===== config.mk =====
export PLATFORM = sky130hd
export DESIGN_NAME = reaction_judge
export DESIGN_NICKNAME = d
export VERILOG_FILES = /design/src/rtl/reaction_judge.sv
export SDC_FILE = /design/constraint.sdc
export NUM_CORES = 1
export LEC_CHECK = 0
export BUFFER_PORTS_ARGS = -buffer_cell sky130_fd_sc_hd__buf_4
export CAP_MARGIN = 20
export CORE_AREA = 2 2 46 48
export CTS_CLUSTER_SIZE = 16
export DETAILED_ROUTE_END_ITERATION = 8
export DIE_AREA = 0 0 48 50
export HOLD_SLACK_MARGIN = 0.08
export PLACE_DENSITY = 0.73
export SETUP_SLACK_MARGIN = 0.05
export SLEW_MARGIN = 20
export SYNTH_ARGS = -nofsm -noshare
export SYNTH_HDL_FRONTEND = slang
export SYNTH_SLANG_ARGS = --single-unit

===== constraint.sdc =====
create_clock -name clk -period 1.7 [get_ports clk]
set_input_delay 0.085 -clock clk [delete_from_list [all_inputs] [get_ports clk]]
set_output_delay 0.085 -clock clk [all_outputs]
set_load 0.05 [all_outputs]

===== src/rtl/reaction_judge.sv =====
// ---------------------------------------------------------------------------
// reaction_judge
//   Upstream stage of the Blink score accumulator. When the game controller
//   lights a target LED (LIGHT), a reaction window of WINDOW cycles opens.
//   The window closes on the first button press or when it times out. A
//   correct press is a hit and is graded by speed. A wrong press, or the
//   window running out, is a miss. START aborts everything and clears the
//   accumulator.
//
//   Optional feature (macro STREAK_EN): a 2-bit saturating hit-streak
//   counter. The 4th and later consecutive hits score one bonus point.
//
// Ports
//   clk    in   system clock, rising edge
//   RST_N  in   asynchronous active-low reset
//   START  in   one-cycle new-game pulse (highest priority)
//   LIGHT  in   one-cycle pulse: target LED lit, open a round
//   TARGET in   [1:0] index of the lit LED, sampled with LIGHT
//   BTN    in   [3:0] player buttons (synchronized, debounced, level)
//   LD     out  one-cycle accumulator load pulse
//   CLR    out  one-cycle accumulator clear pulse
//   D      out  [3:0] points to add (0 unless LD)
//   HIT    out  one-cycle pulse: correct press
//   MISS   out  one-cycle pulse: wrong press or timeout
//   BUSY   out  high while a round is open
// ---------------------------------------------------------------------------
module reaction_judge #(
  parameter int unsigned WINDOW   = 100,
  parameter int unsigned FAST_LIM = 25,
  parameter int unsigned MID_LIM  = 60
) (
  input  logic       clk,
  input  logic       RST_N,
  input  logic       START,
  input  logic       LIGHT,
  input  logic [1:0] TARGET,
  input  logic [3:0] BTN,
  output logic       LD,
  output logic       CLR,
  output logic [3:0] D,
  output logic       HIT,
  output logic       MISS,
  output logic       BUSY
);

  localparam int unsigned CW = (WINDOW > 2) ? $clog2(WINDOW) : 1;

  typedef enum logic {
    S_IDLE,
    S_OPEN
  } state_t;

  state_t          r_state;
  state_t          w_state_nx;
  logic [CW-1:0]   r_count;
  logic [1:0]      r_target;
  logic [3:0]      r_btn_q;
  logic [3:0]      w_rise;
  logic [3:0]      w_tgt_oh;
  logic            w_last;
  logic            w_ld_nx;
  logic            w_clr_nx;
  logic            w_hit_nx;
  logic            w_miss_nx;
  logic [3:0]      w_d_nx;
  logic [3:0]      w_points;

  logic            r_ld;
  logic            r_clr;
  logic [3:0]      r_d;
  logic            r_hit;
  logic            r_miss;
  logic            r_busy;

`ifdef STREAK_EN
  logic [1:0]      r_streak;
`endif

  assign w_rise   = BTN & ~r_btn_q;
  assign w_tgt_oh = 4'b0001 << r_target;
  assign w_last   = (32'(r_count) == (WINDOW - 1));

  // Speed grade for the current window position.
  always_comb begin
    w_points = 4'd1;
    if (32'(r_count) < FAST_LIM)
      w_points = 4'd3;
    else if (32'(r_count) < MID_LIM)
      w_points = 4'd2;
  end

  // State register, plus the registered outputs and round bookkeeping.
  always_ff @(posedge clk or negedge RST_N) begin
    if (!RST_N) begin
      r_state  <= S_IDLE;
      r_count  <= '0;
      r_target <= '0;
      r_btn_q  <= '1;  // buttons held through reset are not presses
      r_ld     <= 1'b0;
      r_clr    <= 1'b0;
      r_d      <= '0;
      r_hit    <= 1'b0;
      r_miss   <= 1'b0;
      r_busy   <= 1'b0;
    end else begin
      r_state  <= w_state_nx;
      r_btn_q  <= BTN;
      r_ld     <= w_ld_nx;
      r_clr    <= w_clr_nx;
      r_d      <= w_d_nx;
      r_hit    <= w_hit_nx;
      r_miss   <= w_miss_nx;
      r_busy   <= (w_state_nx == S_OPEN);
      if (!START && r_state == S_IDLE && LIGHT) begin
        r_target <= TARGET;
        r_count  <= '0;
      end else if (r_state == S_OPEN) begin
        r_count  <= r_count + 1'b1;
      end
    end
  end

`ifdef STREAK_EN
  always_ff @(posedge clk or negedge RST_N) begin
    if (!RST_N)
      r_streak <= '0;
    else if (w_clr_nx || w_miss_nx)
      r_streak <= '0;
    else if (w_hit_nx && r_streak != 2'd3)
      r_streak <= r_streak + 1'b1;
  end
`endif

  // Next-state logic.
  always_comb begin
    w_state_nx = r_state;
    if (START) begin
      w_state_nx = S_IDLE;
    end else begin
      case (r_state)
        S_IDLE: if (LIGHT) w_state_nx = S_OPEN;
        S_OPEN: if (w_rise != '0 || w_last) w_state_nx = S_IDLE;
        default: w_state_nx = S_IDLE;
      endcase
    end
  end

  // Output decisions, registered above so they appear one cycle later.
  // A press on the last window cycle is checked before the timeout.
  always_comb begin
    w_ld_nx   = 1'b0;
    w_clr_nx  = 1'b0;
    w_hit_nx  = 1'b0;
    w_miss_nx = 1'b0;
    w_d_nx    = '0;
    if (START) begin
      w_clr_nx = 1'b1;
    end else if (r_state == S_OPEN) begin
      if (w_rise == w_tgt_oh) begin
        w_hit_nx = 1'b1;
        w_ld_nx  = 1'b1;
`ifdef STREAK_EN
        w_d_nx   = (r_streak == 2'd3) ? w_points + 4'd1 : w_points;
`else
        w_d_nx   = w_points;
`endif
      end else if (w_rise != '0) begin
        w_miss_nx = 1'b1;
      end else if (w_last) begin
        w_miss_nx = 1'b1;
      end
    end
  end

  assign LD   = r_ld;
  assign CLR  = r_clr;
  assign D    = r_d;
  assign HIT  = r_hit;
  assign MISS = r_miss;
  assign BUSY = r_busy;

endmodule


# Word-level counts from Yosys, hierarchy flattened
# Cells that the tools add are included.
# op_classes
n_mux	20
eq_ne	2
n_reduce_logical	6
shifts	1
order_cmp	2
n_addsub	1
bitwise	3
# op_table
op	count
$mux 4	4
$mux 7	2
$mux 1	12
$add 7x1->7 const B	1
$eq 7x7->1 const B	1
$lt 7x5->1 const B	1
$lt 7x6->1 const B	1
$and 4x4->4	1
$eq 4x4->1	1
$not 4->4	1
$reduce_bool 4->1	1
$shl 1x2->4 const A	1
$logic_and 1x1->1	2
$mux 2	1
$pmux 1 s2	1
$reduce_bool 2->1	1
$logic_not 1->1	1
$logic_or 1x1->1	1
$not 1->1	1
# totals
word_cells	43
output_inout_bits	9
register_bits	21

# Logic depth before layout (Yosys ltp)
# depth
depth_word	7
mapped_depth	5

# Worst setup path before layout
# OpenSTA, ideal clock, no wires.
# synth_path
path_type	register to register
startpoint	register, netlist name BUSY
endpoint	register r_target[0]
stages_incl_launch_ff	4
setup_slack_ns	0.114
required_ns	1.575
synth_period_minus_slack_ns	1.586
arrival_time_ns	1.461
n_path_buf	1
path_cell_list	dfrtp_1 > buf_6 > nor3b_4 > mux2_4
# synth_lines
element	line	rtl
end signal: assignment	97	r_target <= '0;
end signal: assignment	115	r_target <= TARGET;
end: declaration	56	logic [1:0] r_target;

# Worst setup path after layout
# layout_path
startpoint	input port BTN[2]
endpoint	register r_miss, in the netlist MISS
# layout_via
elab_chain_len	6
# layout_lines
element	line	rtl
start: declaration	37	input logic [3:0] BTN,
$and 4x4->4 (*)	79	assign w_rise = BTN & ~r_btn_q;
$reduce_bool 4->1	167	end else if (w_rise != '0) begin
$mux 1	167	
$mux 1 (*)	159	if (w_rise == w_tgt_oh) begin
$mux 1 (*)	158	end else if (r_state == S_OPEN) begin
$mux 1 (*)	156	if (START) begin
net w_miss_nx	64	logic w_miss_nx;
end signal: assignment	112	r_miss <= w_miss_nx;
end: declaration	72	logic r_miss;
# Mark *: on every way through the listed nets, which the timed path passes. The rest lies on a longest branch.
# A chain may end at the register's enable or synchronous reset.

==> summary.md <==
| Metric | Value |
|---|---|
| Crit path time final | `1.37 ns` |
| Crit path launch type | `input pin` |
| Drt total wl | `1.75 mm` |
| DR vias/cell | `5.20` |
| Starting density of the core | `49.1%` |
| Dpl cell area | `0.00106 mm^2` |
| CP top delay family | `buffers and inverters` |
| Hold Fails Final Rpt | `0` |
| GRT Overall Usage | `18.0%` |
| Register area | `480 um^2` |
| R2r endpoint | `MISS` |
| Peak VDD IR | `0.537 mV` |
| # setup viols final | `0` |
| Antenna violations before repair | `0` |
| CP max stage delay | `0.55 ns` |
| Clock Latency Late Sink | `0.29 ns` |
| CTS resizes | `0` |
| Setup TNS | `0 ns` |
| Pwr dens | `836 mW/mm^2` |
| Largest family of logic cells by synthesized area | `simple AND/OR/NAND/NOR gates` |
| Setup CP Type | `in -> reg` |
| Crit path DAT | `1.56 ns` |
| Via count | `718` |
| Initial DRC count | `5` |
| Number of max-cap violations | `0` |
| Leakage power | `0.000535 uW` |
| Port bufs | `16` |
| Post-Syn Area per Cell | `11.0 um^2` |
| #FFs+latches synth | `19` |
| Area used by multi-input combinational logic | `423 um^2` |
| CP Buf/Inv Count | `2` |
| Worst hold path type | `in -> async` |
| Final Hold Slack | `0.192 ns` |
| Async set or reset register ratio after synthesis | `100%` |
| Cell with the most instances after synthesis | `dfrtp_1` |
| Max Clock Skew | `0.00710 ns` |
| Drc violations | `0` |
| Final Max Slew Viols | `0` |
| Layout Cells excl Fill | `138` |
| Clk slew on worst S/H paths | `0.11 ns` |
| Max FO, Critical Path | `6` |
| # IOs | `19` |
| Share of cells above drive strength 1 | `27.0%` |
| Worst-case reg-to-reg path depth | `4` |
| Global-route wire length before repair | `3.08 mm` |
| Ant diodes | `0` |
| Synth area leaders | `dfrtp_1 40%, dfstp_2 11%, mux2_4 3.2%` |
| Synthesized instance count | `85` |
| Status | `completed` |
| Fin util | `61.6%` |
| Num CTS Buffers | `3` |
| Total setup buffers inserted after CTS | `0` |
| Yosys top cell by area | `dfrtp_1` |
| Clock Sinks | `19` |
| TritonCTS clock tree | `yes` |
| Placed cell count | `126` |
| EDFF count, synth | `0` |
| Critical path, cell by cell | `dlygate4sd3_1, buf_4, nor2b_1, nor4b_1, a211oi_1, o211a_1` |
| First drt pass iteration count | `4` |
| Clk buf depth | `2` |
| Fmax | `729 MHz` |
| Die Ht | `50 um` |
| Period utilization | `80.7%` |
| Clock Tree Root | `clkbuf_4` |
| Post-Synth XOR/XNOR Area | `4.69%` |
| Yosys warning count | `0` |
| Area delta synth->final | `25.6%` |
| Worst r2r src | `r_btn_q[2]` |
| Core footprint | `0.00190 mm^2` |
| Post-DP HPWL | `1.27 mm` |
| Grt total ovfl | `0` |
| Die Wd | `48 um` |
| RePlAce Congestion | `0.861` |
| Adder-Cell Fraction of Synth Area | `1.34%` |
| Synth cell count leaders | `15 x dfrtp_1, 8 x nor2_1, 6 x nand2_1, 5 x a21oi_1` |
| Fill cells | `158` |
| Sequential-to-total area share from yosys stat | `51.5%` |
| Critical Path Slowest Stage Cell | `dlygate4sd3_1` |
| Simple-Gate Fraction of Synth Area | `23.5%` |
| WP data required | `1.89 ns` |
| CTS HTree Levels | `1` |
| Antenna Violating Nets Remaining | `0` |
| Rows | `16` |
| Compound-Gate Fraction of Synth Area | `10.7%` |
| Largest net degree at the start of global routing | `20` |
| Worst setup EP type | `flop` |
| Post-synth cell types | `36` |
| Die area | `0.00240 mm^2` |
| Worst reg2reg setup slack | `0.38 ns` |
| RSZ-0062 raised after global routing | `false` |
| Vias in the first global route | `743` |
| # nets final | `123` |
| Final instance area | `0.00117 mm^2` |
| Main flop type after synthesis | `dfrtp_1` |
| Post-Syn Area | `933 um^2` |
| Post-synth top area share | `40.2%` |
| DR WL/cell | `12.7 um` |
| Multiplexer fraction of the synthesized cell area | `4.29%` |
## placed cells by master (no fill, tap or decap), drive strengths merged
cell / count
conb: 2
o311ai: 1
dfstp: 4
o311a: 1
a41oi: 1
xnor2: 2
a211oi: 1
a21oi: 5
nor3b: 1
o21ai: 3
o211ai: 1
nor4b: 1
ha: 1
o211a: 1
mux2i: 1
xor2: 3
nor2: 8
nand4b: 1
or3: 1
o21bai: 1
buf: 17
dlygate4sd3: 8
clkbuf: 3
nand2: 6
nand2b: 3
nor4: 1
and3: 2
nand4: 2
nor3: 4
nor2b: 5
or2b: 1
mux2: 2
and2: 1
clkinv: 1
dfrtp: 15
## routing by layer
layer	wire (um)	track usage (%)	vias up	part of all wire [%]
met5	0	0	-	0
met4	49	10.4	0	2.8
met3	71	3.30	4	4.1
met2	910	28.7	18	52
met1	716	21.4	346	41
li1	-	-	350	-
## kinds of logic (layout without fill, tap and decap cells)
family	Yosys count	count (layout)
compound gates	15	15
xor+xnor	5	5
fa+ha+maj	1	1
buf+inv	4	29
flops	19	19
mux	3	3
other cells	1	2
simple gates	37	37
## cell type report
type | instances | share of cell area [%]
multi-input combinational | 63 | 36.1
clock inverter | 1 | 0.427
tap | 27 | 2.88
timing repair buffer | 25 | 17.7
sequential | 19 | 41.0
clock buffer | 3 | 1.92
## registers in the layout, summed over array words and instances, names as in the netlist
register,cells
BUSY,1
CLR,1
D,2
HIT,1
MISS,1
r_btn_q,4
r_count,7
r_target,2
## worst max-delay path by stage
stage	cells after the start	endpoint	start	slack, ns
3_5_place_dp	4	MISS	r_btn_q[2]	0.38
2_1_floorplan	3	r_target[0]	BUSY	0.11
5_1_grt	6	D[0]	BTN[2]	0.17
6_report	6	MISS	BTN[2]	0.33
3_3_place_gp	4	MISS	r_btn_q[1]	0.39
4_1_cts	6	MISS	BTN[3]	0.34
## what timing repair did
item | in CTS | in global routing
endpoints found under the hold margin | 28 | 0
hold buffers | 8 | 0
setup endpoints to repair | 0 | 0
## power by group
group | switching (uW) | internal, uW | leakage, uW
registers | 61.6 | 498 | 0.000241
logic | 102 | 99.6 | 0.000276
clock network | 132 | 87.3 | 0.0000177
## worst reg2reg max path: cells and delay by family, from the launching register on
kind | cells | cell delay (ns)
compound gates | 2 | 0.30
flops | 1 | 0.53
simple gates | 2 | 0.39
## stage by stage
step | power (uW) | worst slack (ns)
after floorplan | 694 | 0.114
after global placement | 747 | 0.387
after detailed placement | 756 | 0.381
after CTS | 995 | 0.339
after global routing | 1050 | 0.175
final | 981 | 0.328
(Power assumes the default switching activity.)
